--- config.mk ---
export PLATFORM = sky130hd
export DESIGN_NAME = hazard_ctrl
export DESIGN_NICKNAME = d
export VERILOG_FILES = /design/src/rtl/hazard_ctrl_pkg.sv /design/src/rtl/hazard_ctrl_sb_stage.sv /design/src/rtl/hazard_ctrl.sv
export SDC_FILE = /design/constraint.sdc
export NUM_CORES = 1
export LEC_CHECK = 0
export BUFFER_PORTS_ARGS = -buffer_cell sky130_fd_sc_hd__buf_2
export CORE_MARGIN = 2
export CORE_UTILIZATION = 41
export CTS_BUF_LIST = sky130_fd_sc_hd__clkbuf_4 sky130_fd_sc_hd__clkbuf_8
export CTS_CLUSTER_SIZE = 20
export DETAILED_ROUTE_END_ITERATION = 10
export PLACE_DENSITY = 0.63
export SETUP_SLACK_MARGIN = 0.2
export SLEW_MARGIN = 20
export SYNTH_ARGS = -nofsm -noshare
export SYNTH_HDL_FRONTEND = slang
export SYNTH_SLANG_ARGS = --single-unit
--- constraint.sdc ---
create_clock -name clk -period 2.3 [get_ports clk]
set_input_delay 0.23 -clock clk [delete_from_list [all_inputs] [get_ports clk]]
set_output_delay 0.23 -clock clk [all_outputs]
set_load 0.02 [all_outputs]
--- src/rtl/hazard_ctrl_pkg.sv ---
// Shared types for the pipeline hazard controller: forwarding selects,
// the PC register index, and one shadow-scoreboard entry.
package hazard_pkg;

  typedef enum logic [1:0] {
    FWD_RF = 2'b00,
    FWD_W  = 2'b01,
    FWD_M  = 2'b10
  } fwd_sel_t;

  localparam logic [3:0] REG_PC = 4'hF;

  typedef struct packed {
    logic       valid;
    logic [3:0] rd;
    logic       regwrite;
    logic       memtoreg;
    logic [3:0] ra1;
    logic [3:0] ra2;
  } sb_entry_t;

  // Memory-stage result wins over writeback; R15 always comes from the regfile.
  function automatic fwd_sel_t fwd_select(input logic [3:0] ra,
                                          input sb_entry_t m,
                                          input sb_entry_t w);
    fwd_sel_t sel;
    sel = FWD_RF;
    if (ra != REG_PC) begin
      if (m.valid && m.regwrite && (m.rd == ra))
        sel = FWD_M;
      else if (w.valid && w.regwrite && (w.rd == ra))
        sel = FWD_W;
    end
    return sel;
  endfunction

endpackage

--- src/rtl/hazard_ctrl_sb_stage.sv ---
// One shadow-scoreboard register: holds on hold, loads a bubble on bubble,
// and ANDs the incoming regwrite with rw_gate.
module sb_stage
  import hazard_pkg::*;
(
  input  logic      clk,
  input  logic      reset,
  input  logic      hold,
  input  logic      bubble,
  input  logic      rw_gate,
  input  sb_entry_t d,
  output sb_entry_t q
);

  always_ff @(posedge clk) begin
    if (reset) begin
      q <= '0;
    end else if (!hold) begin
      q          <= d;
      q.valid    <= d.valid & ~bubble;
      q.regwrite <= d.regwrite & rw_gate;
    end
  end

endmodule

--- src/rtl/hazard_ctrl.sv ---
// Hazard controller beside decode: tracks E/M/W in a shadow scoreboard and
// drives stalls, flushes, Execute forwarding selects and a stall-cycle counter.
module hazard_ctrl
  import hazard_pkg::*;
#(
  parameter int CNT_W = 16
) (
  input  logic             clk,
  input  logic             reset,
  input  logic [3:0]       RA1D,
  input  logic [3:0]       RA2D,
  input  logic [3:0]       RdD,
  input  logic             RegWriteD,
  input  logic             MemtoRegD,
  input  logic             CondExE,
  input  logic             BranchTakenE,
  input  logic             MemStall,
  output logic             StallF,
  output logic             StallD,
  output logic             FlushD,
  output logic             FlushE,
  output logic [1:0]       ForwardAE,
  output logic [1:0]       ForwardBE,
  output logic [CNT_W-1:0] StallCount
);

  sb_entry_t d_entry;
  sb_entry_t e_q;
  sb_entry_t m_q;
  sb_entry_t w_q;
  logic      ld_use;
  fwd_sel_t  fwd_a;
  fwd_sel_t  fwd_b;

  always_comb begin
    d_entry          = '0;
    d_entry.valid    = 1'b1;
    d_entry.rd       = RdD;
    d_entry.regwrite = RegWriteD;
    d_entry.memtoreg = MemtoRegD;
    d_entry.ra1      = RA1D;
    d_entry.ra2      = RA2D;
  end

  // Conservative: a predicated-off load still stalls its consumer.
  assign ld_use = e_q.valid & e_q.regwrite & e_q.memtoreg &
                  ((e_q.rd == RA1D) | (e_q.rd == RA2D));

  always_comb begin
    StallF = 1'b0;
    StallD = 1'b0;
    FlushD = 1'b0;
    FlushE = 1'b0;
    if (reset) begin
      FlushD = 1'b1;
      FlushE = 1'b1;
    end else if (MemStall) begin
      StallF = 1'b1;
      StallD = 1'b1;
    end else if (BranchTakenE) begin
      FlushD = 1'b1;
      FlushE = 1'b1;
    end else if (ld_use) begin
      StallF = 1'b1;
      StallD = 1'b1;
      FlushE = 1'b1;
    end
  end

  sb_stage u_sb_e (
    .clk     (clk),
    .reset   (reset),
    .hold    (MemStall),
    .bubble  (FlushE),
    .rw_gate (1'b1),
    .d       (d_entry),
    .q       (e_q)
  );

  sb_stage u_sb_m (
    .clk     (clk),
    .reset   (reset),
    .hold    (MemStall),
    .bubble  (1'b0),
    .rw_gate (CondExE & e_q.valid),
    .d       (e_q),
    .q       (m_q)
  );

  sb_stage u_sb_w (
    .clk     (clk),
    .reset   (reset),
    .hold    (MemStall),
    .bubble  (1'b0),
    .rw_gate (1'b1),
    .d       (m_q),
    .q       (w_q)
  );

  assign fwd_a     = fwd_select(e_q.ra1, m_q, w_q);
  assign fwd_b     = fwd_select(e_q.ra2, m_q, w_q);
  assign ForwardAE = reset ? FWD_RF : fwd_a;
  assign ForwardBE = reset ? FWD_RF : fwd_b;

  always_ff @(posedge clk) begin
    if (reset)
      StallCount <= '0;
    else if (StallD && (StallCount != {CNT_W{1'b1}}))
      StallCount <= StallCount + 1'b1;
  end

  // Source fields travel with M and W for symmetry but only E's are read.
  logic unused_fields;
  assign unused_fields = ^{m_q.memtoreg, m_q.ra1, m_q.ra2,
                           w_q.memtoreg, w_q.ra1, w_q.ra2};

endmodule
Yosys cells after proc, flatten, opt, wreduce, memory -nomap -nowiden --
Cells that the tools add are included.
Storage, ports and cells: flip-flop bits (word level) 43, bits of input ports 19, word-level logic and storage cells 55
Operators by class: add/sub/neg operators 1, equal/unequal tests 9, multiplexer cells 18, bitwise gates (word level) 7, reduce and logical (&&, ||, !) cells 7
Operators by type and width (count):
- equality test 4 bit | 6
- adder 16 x 1 -> 16 bit, second input constant | 1
- != test 16 bit, second input constant | 1
- 2-to-1 mux 1 bit | 12
- 2-to-1 mux 2 bit | 6
- != test 4 bit, second input constant | 2
- logical AND 1 bit | 7
- AND 1 bit | 5
- NOT 1 bit | 1
- bitwise OR 1 bit | 1

Longest topological paths before layout --
Gate-level depths: netlist of run 1.
word-level depth 8, depth in mapped cells 9

By module --
Synthesis of run 1 repeated with hierarchy kept, for this count alone.
Unflattened totals: cells, all modules 307, area, all modules 2922.8 um2
Modules (own cells, without submodules):
- sb_stage | times used 3, cells an instance 50, area each 539.3 um2, sequential area each 300.3 um2
- hazard_ctrl | times used 1, cells an instance 157, area each 1305.0 um2, sequential area each 320.3 um2

Worst setup path before layout of run 1 --
No wires, ideal clock.
kind flip-flop to flip-flop, start register StallCount[3], end register StallCount[1], library setup time 0.128 ns, arrival 1.779 ns, required time 2.172 ns, slack 0.393 ns, stages on the path, launching flop included 9, path buffers 2, path through dfxtp_1 -> nand4_2 -> nor4_4 -> a21oi_2 -> o21ai_2 -> buf_6 -> buf_12 -> mux2i_1 -> nor2_1
Between the ends: word-level cells in the longest chain between the ends 2
RTL lines:
- from (decl) | RTL line hazard_ctrl.sv:24 | output logic [CNT_W-1:0] StallCount
- from (signal assigned) | RTL line hazard_ctrl.sv:109 | StallCount <= StallCount + 1'b1;
- != test 16 bit | RTL line hazard_ctrl.sv:108 | else if (StallD && (StallCount != {CNT_W{1'b1}}))
- logical AND 1 bit | RTL line hazard_ctrl.sv:108
Every way passes these cells. A chain may end at the register's enable or synchronous reset.

Worst setup path in the final report of run 1 --
start register u_sb_e.q[10] in the netlist's numbering, end register StallCount[14]
Between the ends: word-level cells in the longest chain between the ends 8, elaborated cells between the ends (all ways) 9
RTL lines:
- from (decl) | RTL line hazard_ctrl_sb_stage.sv:12 | output sb_entry_t q
- equality test 4 bit | RTL line hazard_ctrl.sv:47 | ((e_q.rd == RA1D) | (e_q.rd == RA2D));
- bitwise OR 1 bit * | RTL line hazard_ctrl.sv:47
- AND 1 bit * | RTL line hazard_ctrl.sv:46 | assign ld_use = e_q.valid & e_q.regwrite & e_q.memtoreg &
- 2-to-1 mux 1 bit * | RTL line hazard_ctrl.sv:63 | end else if (ld_use) begin
- 2-to-1 mux 1 bit * | RTL line hazard_ctrl.sv:60 | end else if (BranchTakenE) begin
- 2-to-1 mux 1 bit * | RTL line hazard_ctrl.sv:57 | end else if (MemStall) begin
- 2-to-1 mux 1 bit * | RTL line hazard_ctrl.sv:54 | if (reset) begin
- logical AND 1 bit * | RTL line hazard_ctrl.sv:108
Mark *: on every way between the ends. The rest lies on a longest branch, timed or not.

==> results of run 1 <==
==> worst max-delay path by stage <==
stage / slack, ps / cells after the start / endpoint / from
2_1_floorplan: 390 / 8 / StallCount[1]$_SDFFE_PP0P_ / StallCount[3]$_SDFFE_PP0P_
3_3_place_gp: 260 / 7 / StallCount[11]$_SDFFE_PP0P_ / RA2D[3]
3_5_place_dp: 240 / 6 / StallCount[7]$_SDFFE_PP0P_ / u_sb_e.q[13]$_SDFFE_PP0N_
5_1_grt: 130 / 6 / StallCount[11]$_SDFFE_PP0P_ / u_sb_e.q[10]$_SDFFE_PP0N_
4_1_cts: 230 / 6 / StallCount[7]$_SDFFE_PP0P_ / u_sb_e.q[13]$_SDFFE_PP0N_
6_report: 300 / 7 / StallCount[14]$_SDFFE_PP0P_ / u_sb_e.q[10]$_SDFFE_PP0N_
==> power breakdown <==
part           total [uW]  internal, uW  switching [uW]  leakage (uW)
clock                 617           352             265     0.0000612
combinational         172          78.0            93.6      0.000649
sequential            798           768            30.2      0.000352
==> cell type report <==
cell class / instances / area (sq um)
fillers: 486 / 2480
multi-input cells: 171 / 1210
flip-flops and latches: 43 / 866
repair buffers: 49 / 263
well taps: 70 / 87.6
clock buffers: 6 / 82.6
clock inverters: 2 / 35.0
inverters: 4 / 15.0
==> worst max-delay path, cell delays in order, from the launching register on <==
cell,delay [ps]
sky130_fd_sc_hd__dfxtp_2,350
sky130_fd_sc_hd__xnor2_1,200
sky130_fd_sc_hd__nand4_1,200
sky130_fd_sc_hd__a211oi_4,380
sky130_fd_sc_hd__o21ai_4,160
sky130_fd_sc_hd__buf_4,170
sky130_fd_sc_hd__o31a_1,270
sky130_fd_sc_hd__o21a_1,180
==> per-layer routing <==
| metal | part of all wire [%] | global-route usage [%] | up-vias |
|---|---|---|---|
| met5 | 0 | 0 | - |
| met4 | 1.1 | 4.91 | 0 |
| met3 | 3.0 | 4.03 | 5 |
| met2 | 49 | 27.9 | 33 |
| met1 | 47 | 22.3 | 825 |
| li1 | - | - | 911 |
==> sequential cells by signal, summed over array words and instances, names as in the netlist <==
| name | cells |
|---|---|
| StallCount | 16 |
| u_sb_e.q | 15 |
| u_sb_w.q | 6 |
| u_sb_m.q | 6 |
==> cells in the final DEF (no fill, tap or decap), drive strengths merged, types with 5 or more instances in the layout <==
cell type,n
nand3,15
or4,5
nand2,7
nor2,33
clkbuf,6
buf,49
xnor2,23
nor4,6
a21oi,12
o21ai,5
dfxtp,43
o31ai,6
mux2i,27
nand4,5
==> per-stage QoR <==
stage,cells,hold WS [ps],util [%]
3_3_place_gp,333,467,47.2
5_1_grt,345,167,50.7
3_5_place_dp,333,478,47.2
6_report,345,163,50.7
2_1_floorplan,229,374,-
4_1_cts,341,166,49.5
==> repair_timing <==
item	4_1_cts	5_1_grt
setup buffers	0	3
resized for setup	0	8
endpoints found under the setup margin	0	11
==> kinds of logic (layout without fill, tap and decap cells) <==
logic type      after synthesis  in the layout
simple gates                 80             80
flops                        43             43
compound gates               35             36
xor+xnor                     27             27
mux                          27             27
buf+inv                      16             61
fa+ha+maj                     1              1
==> qor.yml, run 1 <==
outcome:
  status: "complete, no violations"
logic_synthesis:
  post-synth-top-count-cell: "sky130_fd_sc_hd__dfxtp_1"
  combinational_family_with_the_most_area_after_synthesis: "simple AND/OR/NAND/NOR gates"
  synthXorXnorAreaFrac_pct: 11.1
  syn_nets: 249
  top_ff_cell_synth: "sky130_fd_sc_hd__dfxtp_1"
  synth_enable_flop_cells: 0
  synth.mux.area_fraction_pct: 12.7
  adder_and_majority_gate_portion_of_the_synthesized_area_pct: 0.589
  synth_seq_area_share_pct: 40.5
  synth_simple_gate_area_share_pct: 19.1
  syn_avg_cell_area_sq_um: 9.28
  post_synth_most_frequent_cells: "43 x sky130_fd_sc_hd__dfxtp_1, 33 x sky130_fd_sc_hd__nor2_1, 27 x sky130_fd_sc_hd__mux2i_1"
  synth_cell_types: 38
  synth_top_area_share_pct: 40.5
  synth_compound_gate_area_share_pct: 11.7
  ys_warn_count: 0
  syn-instance-count: 229
  yosys_top_cell_by_area: "sky130_fd_sc_hd__dfxtp_1"
  syn_area_sq_um: 2130
  synthArstFlopShare_pct: 0
  ys_seq_elements: 43
  synth.top_cells.by_area: "sky130_fd_sc_hd__dfxtp_1 40%, sky130_fd_sc_hd__mux2i_1 13%, sky130_fd_sc_hd__xnor2_1 9.5%"
timing:
  totalNegativeSetupSlack_ps: 0
  final_critical_path_required_period_ps: 2000
  setup_repair_after_global_routing_missed_its_margin: "true"
  slew_headroom_pct: 60.2
  hold_viol_final: 0
  finalMaxSlewViolations: 0
  max_freq_ghz: 0.501
  report.final.setup_viol: 0
  max_clock_skew_ps: 7.41
  slew_worst_pin_ps: 597
  post-route-period-util_pct: 86.8
  fin_ws_ps: 303
route:
  detail-route-antenna-nets: 0
  route.detailed.wl_per_inst_um: 14.4
  drc_errors_left: 0
  route.detailed.vias_per_inst: 5.14
  dr.first_iter.drc_count: 81
  drt-pass1-iter-count: 4
  detail_route.wirelength_um: 4970
  routed-via-count: 1774
critical_path:
  arrival_ps: 2200
  reg2reg_depth: 7
  reg2reg_launch_point: "u_sb_e.q[10]$_SDFFE_PP0N_"
  crit_required_ps: 2500
  crit_path_end_kind: "flop"
  maximum_fanout_count_along_the_critical_path: 11
  kind_of_start_point_of_the_critical_path: "flop"
  critical_r2r_capture: "StallCount[14]$_SDFFE_PP0P_"
  setup_slack_reg_to_reg_ps: 300
  cp_class: "reg2reg"
global_route:
  maximum_number_of_pins_on_one_net_before_global_route_repair: 31
  first_global_vias: 1613
  global_route.overflow_total: 0
  grt.total_usage_pct: 17.0
  antenna_found_initial: 0
  grt_pass1_wl_um: 7910
worst_hold_path:
  hold-path-endpoint: "u_sb_e.q[8]$_SDFFE_PP0N_"
  worstHoldPathType: "in2reg"
  min-delay-start: "MemtoRegD"
  hold_path_cell_cnt: 3
flow_run:
  timing.max_cap.violations: 0
floorplanning:
  floorplan.rows: 26
  core-area_sq_um: 5040
  io-pin-count: 43
  initial_core_util_pct: 42.2
  die-height_um: 76.0
  die_x_um: 76.0
  design.die.area_sq_um: 5780
power_and_ir_drop:
  power.static_leakage_uw: 0.00106
  power.total_uw: 1590
  vdd.ir_drop.worst_mv: 0.333
  powerDensity_nw_per_um2: 620
clocking:
  clock_sinks: 43
  tritoncts_clock_tree: "built"
  cts_max_path_bufs: 2
  htree_levels: 2
  ctsHoldBuffers: 0
  cts_inserted_buffers: 5
  clkTransAtPathRegs_ps: 90
  clock_insertion_delay_worst_skew_ps: 300
  cts-root-buf: "sky130_fd_sc_hd__clkbuf_8"
place:
  place_worst_setup_slack_ps: 241
  globalplace.congestion: 0.843
  place.port_buffers: 42
  hpwlAfterDp_um: 3420
  detailed_place.area_sq_um: 2380
layout:
  post_layout_net_count: 294
  post_route_cells_drive_above_1_share_pct: 25.8
  n_antenna_cell: 0
  area_delta_synth_final_pct: 20.4
  finalInstanceArea_sq_um: 2560
(Power assumes the default switching activity.)
==> run 2, diff against run 1 <==
--- a/config.mk
+++ b/config.mk
@@ -6,12 +6,12 @@
 export NUM_CORES = 1
 export LEC_CHECK = 0
 export BUFFER_PORTS_ARGS = -buffer_cell sky130_fd_sc_hd__buf_2
-export CORE_MARGIN = 2
-export CORE_UTILIZATION = 41
+export CORE_UTILIZATION = 35
 export CTS_BUF_LIST = sky130_fd_sc_hd__clkbuf_4 sky130_fd_sc_hd__clkbuf_8
 export CTS_CLUSTER_SIZE = 20
 export DETAILED_ROUTE_END_ITERATION = 10
-export PLACE_DENSITY = 0.63
+export MAX_ROUTING_LAYER = met4
+export PLACE_DENSITY = 0.56
 export SETUP_SLACK_MARGIN = 0.2
 export SLEW_MARGIN = 20
 export SYNTH_ARGS = -nofsm -noshare
==> run 2 against run 1 <==
  * Clock skew is essentially flat
  * Worst setup slack gained 4.1 ps
  * Sequential share of layout area grew 0.099 points
  * Power shrank 9.5%
  * Non-clock buffer count grew 3
  * Critical endpoint is now StallCount[13]$_SDFFE_PP0P_
==> qor.yml, run 2 (synthesis results as in run 1) <==
route:
  drt-pass1-iter-count: 4
  routed-via-count: 1781
  dr.first_iter.drc_count: 84
  detail-route-antenna-nets: 0
  route.detailed.wl_per_inst_um: 14.0
  drc_errors_left: 0
  route.detailed.vias_per_inst: 5.03
  detail_route.wirelength_um: 4970
layout:
  final.fill_count: 610
  mostFrequentLayoutCells: "42 x sky130_fd_sc_hd__buf_2, 39 x sky130_fd_sc_hd__dfxtp_1, 33 x sky130_fd_sc_hd__nor2_1, 27 x sky130_fd_sc_hd__mux2i_1, 23 x sky130_fd_sc_hd__xnor2_1"
  final-seq-area_sq_um: 866
  post_route_cells_drive_above_1_share_pct: 26.2
  stdcell_count: 354
  area_delta_synth_final_pct: 20.0
  post_layout_net_count: 298
  reg.largest.list: "StallCount (16), u_sb_e.q (15)"
  max_reg_flops: 16
  n_antenna_cell: 0
  finalInstanceArea_sq_um: 2550
  largest-register: "StallCount"
  multi_input_comb_area_sq_um: 1210
  layout_commonest_cell: "sky130_fd_sc_hd__buf_2"
  final_standard_cell_utilization_of_the_core_pct: 43.3
timing:
  post-route-period-util_pct: 86.7
  hold_viol_final: 0
  final_critical_path_required_period_ps: 1990
  totalNegativeSetupSlack_ps: 0
  report.final.setup_viol: 0
  slew_headroom_pct: 60.4
  max_freq_ghz: 0.502
  finalMaxSlewViolations: 0
  setup_repair_after_global_routing_missed_its_margin: "true"
  slew_worst_pin_ps: 593
  final_worst_hold_slack_ps: 166
  max_clock_skew_ps: 7.49
clocking:
  cts-root-buf: "sky130_fd_sc_hd__clkbuf_8"
  cts_inserted_buffers: 5
  tritoncts_clock_tree: "built"
  htree_levels: 2
  clock_insertion_delay_worst_skew_ps: 290
  clock_sinks: 43
  clkTransAtPathRegs_ps: 80
  cts_max_path_bufs: 2
  ctsHoldBuffers: 0
power_and_ir_drop:
  p_switching_uw: 380
  power.static_leakage_uw: 0.00106
  clock_power_share_pct: 32.4
  combPwrFrac_pct: 12.0
  netSwitchingFraction_pct: 26.5
  sequentialPowerShare_pct: 55.6
  vdd.ir_drop.worst_mv: 0.245
  p_int_uw: 1060
  powerDensity_nw_per_um2: 562
global_route:
  antenna_found_initial: 0
  maximum_number_of_pins_on_one_net_before_global_route_repair: 26
  grt.total_usage_pct: 16.7
  global_route.overflow_total: 0
  grt_pass1_wl_um: 7960
  first_global_vias: 1626
place:
  placed_cells: 340
  detailed_place.area_sq_um: 2400
  place.port_buffers: 42
  globalplace.congestion: 0.750
  hpwlAfterDp_um: 3550
critical_path:
  kind_of_start_point_of_the_critical_path: "flop"
  sum_of_buffers_and_inverters_on_the_critical_path: 2
  slowest_delay_ps: 350
  cp_class: "reg2reg"
  path_depth: 8
  reg2reg_depth: 8
  crit_required_ps: 2530
  arrival_ps: 2220
  crit_path_frequent_cell: "sky130_fd_sc_hd__buf_4"
  maximum_fanout_count_along_the_critical_path: 6
  crit_path_end_kind: "flop"
  worst_path_dominant_cell_family: "simple AND/OR/NAND/NOR gates"
  cell_with_the_biggest_individual_delay_on_the_critical_path: "sky130_fd_sc_hd__dfxtp_2"
  crit_chain: "xnor2_1 > nand4_1 > a211oi_4 > buf_4 > o21ai_4 > buf_4 > or3_1 > a21oi_1"
outcome:
  status: "complete, no violations"
worst_hold_path:
  hold_path_cell_cnt: 3
  worstHoldPathType: "in2reg"
floorplanning:
  core-area_sq_um: 5890
  floorplan.rows: 28
  design.die.area_sq_um: 6390
  die_x_um: 79.9
  die-height_um: 79.9
  io-pin-count: 43
  initial_core_util_pct: 36.1
flow_run:
  timing.max_cap.violations: 0
==> run 2: cell count changes in the layout (fill, tap and decap cells not counted) <==
cell / previous run / this run
sky130_fd_sc_hd__bufinv_16: 1 / 0
sky130_fd_sc_hd__clkinv_2: 1 / 3
sky130_fd_sc_hd__o21ai_2: 1 / 2
sky130_fd_sc_hd__xnor2_1: 22 / 23
sky130_fd_sc_hd__a21oi_1: 10 / 11
sky130_fd_sc_hd__xnor2_2: 1 / 0
sky130_fd_sc_hd__clkbuf_8: 6 / 5
sky130_fd_sc_hd__a21oi_2: 2 / 1
sky130_fd_sc_hd__buf_4: 7 / 10
==> run 2: worst paths after layout <==
kind | from | end | slack, ps
setup / recovery | u_sb_e.q[13]$_SDFFE_PP0N_ | StallCount[13]$_SDFFE_PP0P_ | 310
hold / removal | RegWriteD | u_sb_e.q[9]$_SDFFE_PP0N_ | 170
setup reg to reg | u_sb_e.q[13]$_SDFFE_PP0N_ | StallCount[13]$_SDFFE_PP0P_ | 310
hold reg to reg | u_sb_e.q[14]$_SDFFE_PP0N_ | u_sb_e.q[14]$_SDFFE_PP0N_ | 490
==> run 2: power groups by stage <==
stage | registers, uW | clock network, uW | logic [uW]
after floorplan | 809 | 0 | 123
after global placement | 814 | 0 | 164
after detailed placement | 814 | 0 | 166
after CTS | 796 | 482 | 168
after global routing | 802 | 519 | 192
final | 797 | 465 | 173
==> run 2: final cells by class <==
| class | count | area share (%) |
|---|---|---|
| Multi-Input combinational cell | 172 | 47.3 |
| Sequential cell | 43 | 33.9 |
| Inverter | 4 | 0.589 |
| Clock buffer | 5 | 2.70 |
| Tap cell | 75 | 3.68 |
| Clock inverter | 3 | 0.589 |
| Timing Repair Buffer | 52 | 11.2 |
==> run 2: worst reg2reg max path, cell delays in order (launching register included) <==
cell and delay [ps]:
sky130_fd_sc_hd__dfxtp_2 350, sky130_fd_sc_hd__xnor2_1 190, sky130_fd_sc_hd__nand4_1 190, sky130_fd_sc_hd__a211oi_4 260
sky130_fd_sc_hd__buf_4 180, sky130_fd_sc_hd__o21ai_4 90, sky130_fd_sc_hd__buf_4 170, sky130_fd_sc_hd__or3_1 330
sky130_fd_sc_hd__a21oi_1 150
==> run 2: routing by layer <==
metal	up-vias	global-route usage, %	routed length, um
met3	9	3.43	167
li1	917	-	-
met5	-	-	0
met4	0	5.00	67
met2	31	26.6	2380
met1	824	21.3	2360
==> run 2: through the flow <==
step | setup slack (ps) | power, uW
final | 307 | 1430
after global routing | 190 | 1510
after CTS | 246 | 1450
after detailed placement | 193 | 980
after global placement | 253 | 978
after floorplan | 393 | 932
==> run 2: what timing repair did <==
| action | 4_1_cts | 5_1_grt |
|---|---|---|
| cloned | 0 | 2 |
| setup endpoints to repair | 3 | 5 |
| endpoints found under the hold margin | 0 | 0 |
| setup buffers | 0 | 4 |
| resized for setup | 1 | 5 |
| pin swaps | 0 | 3 |
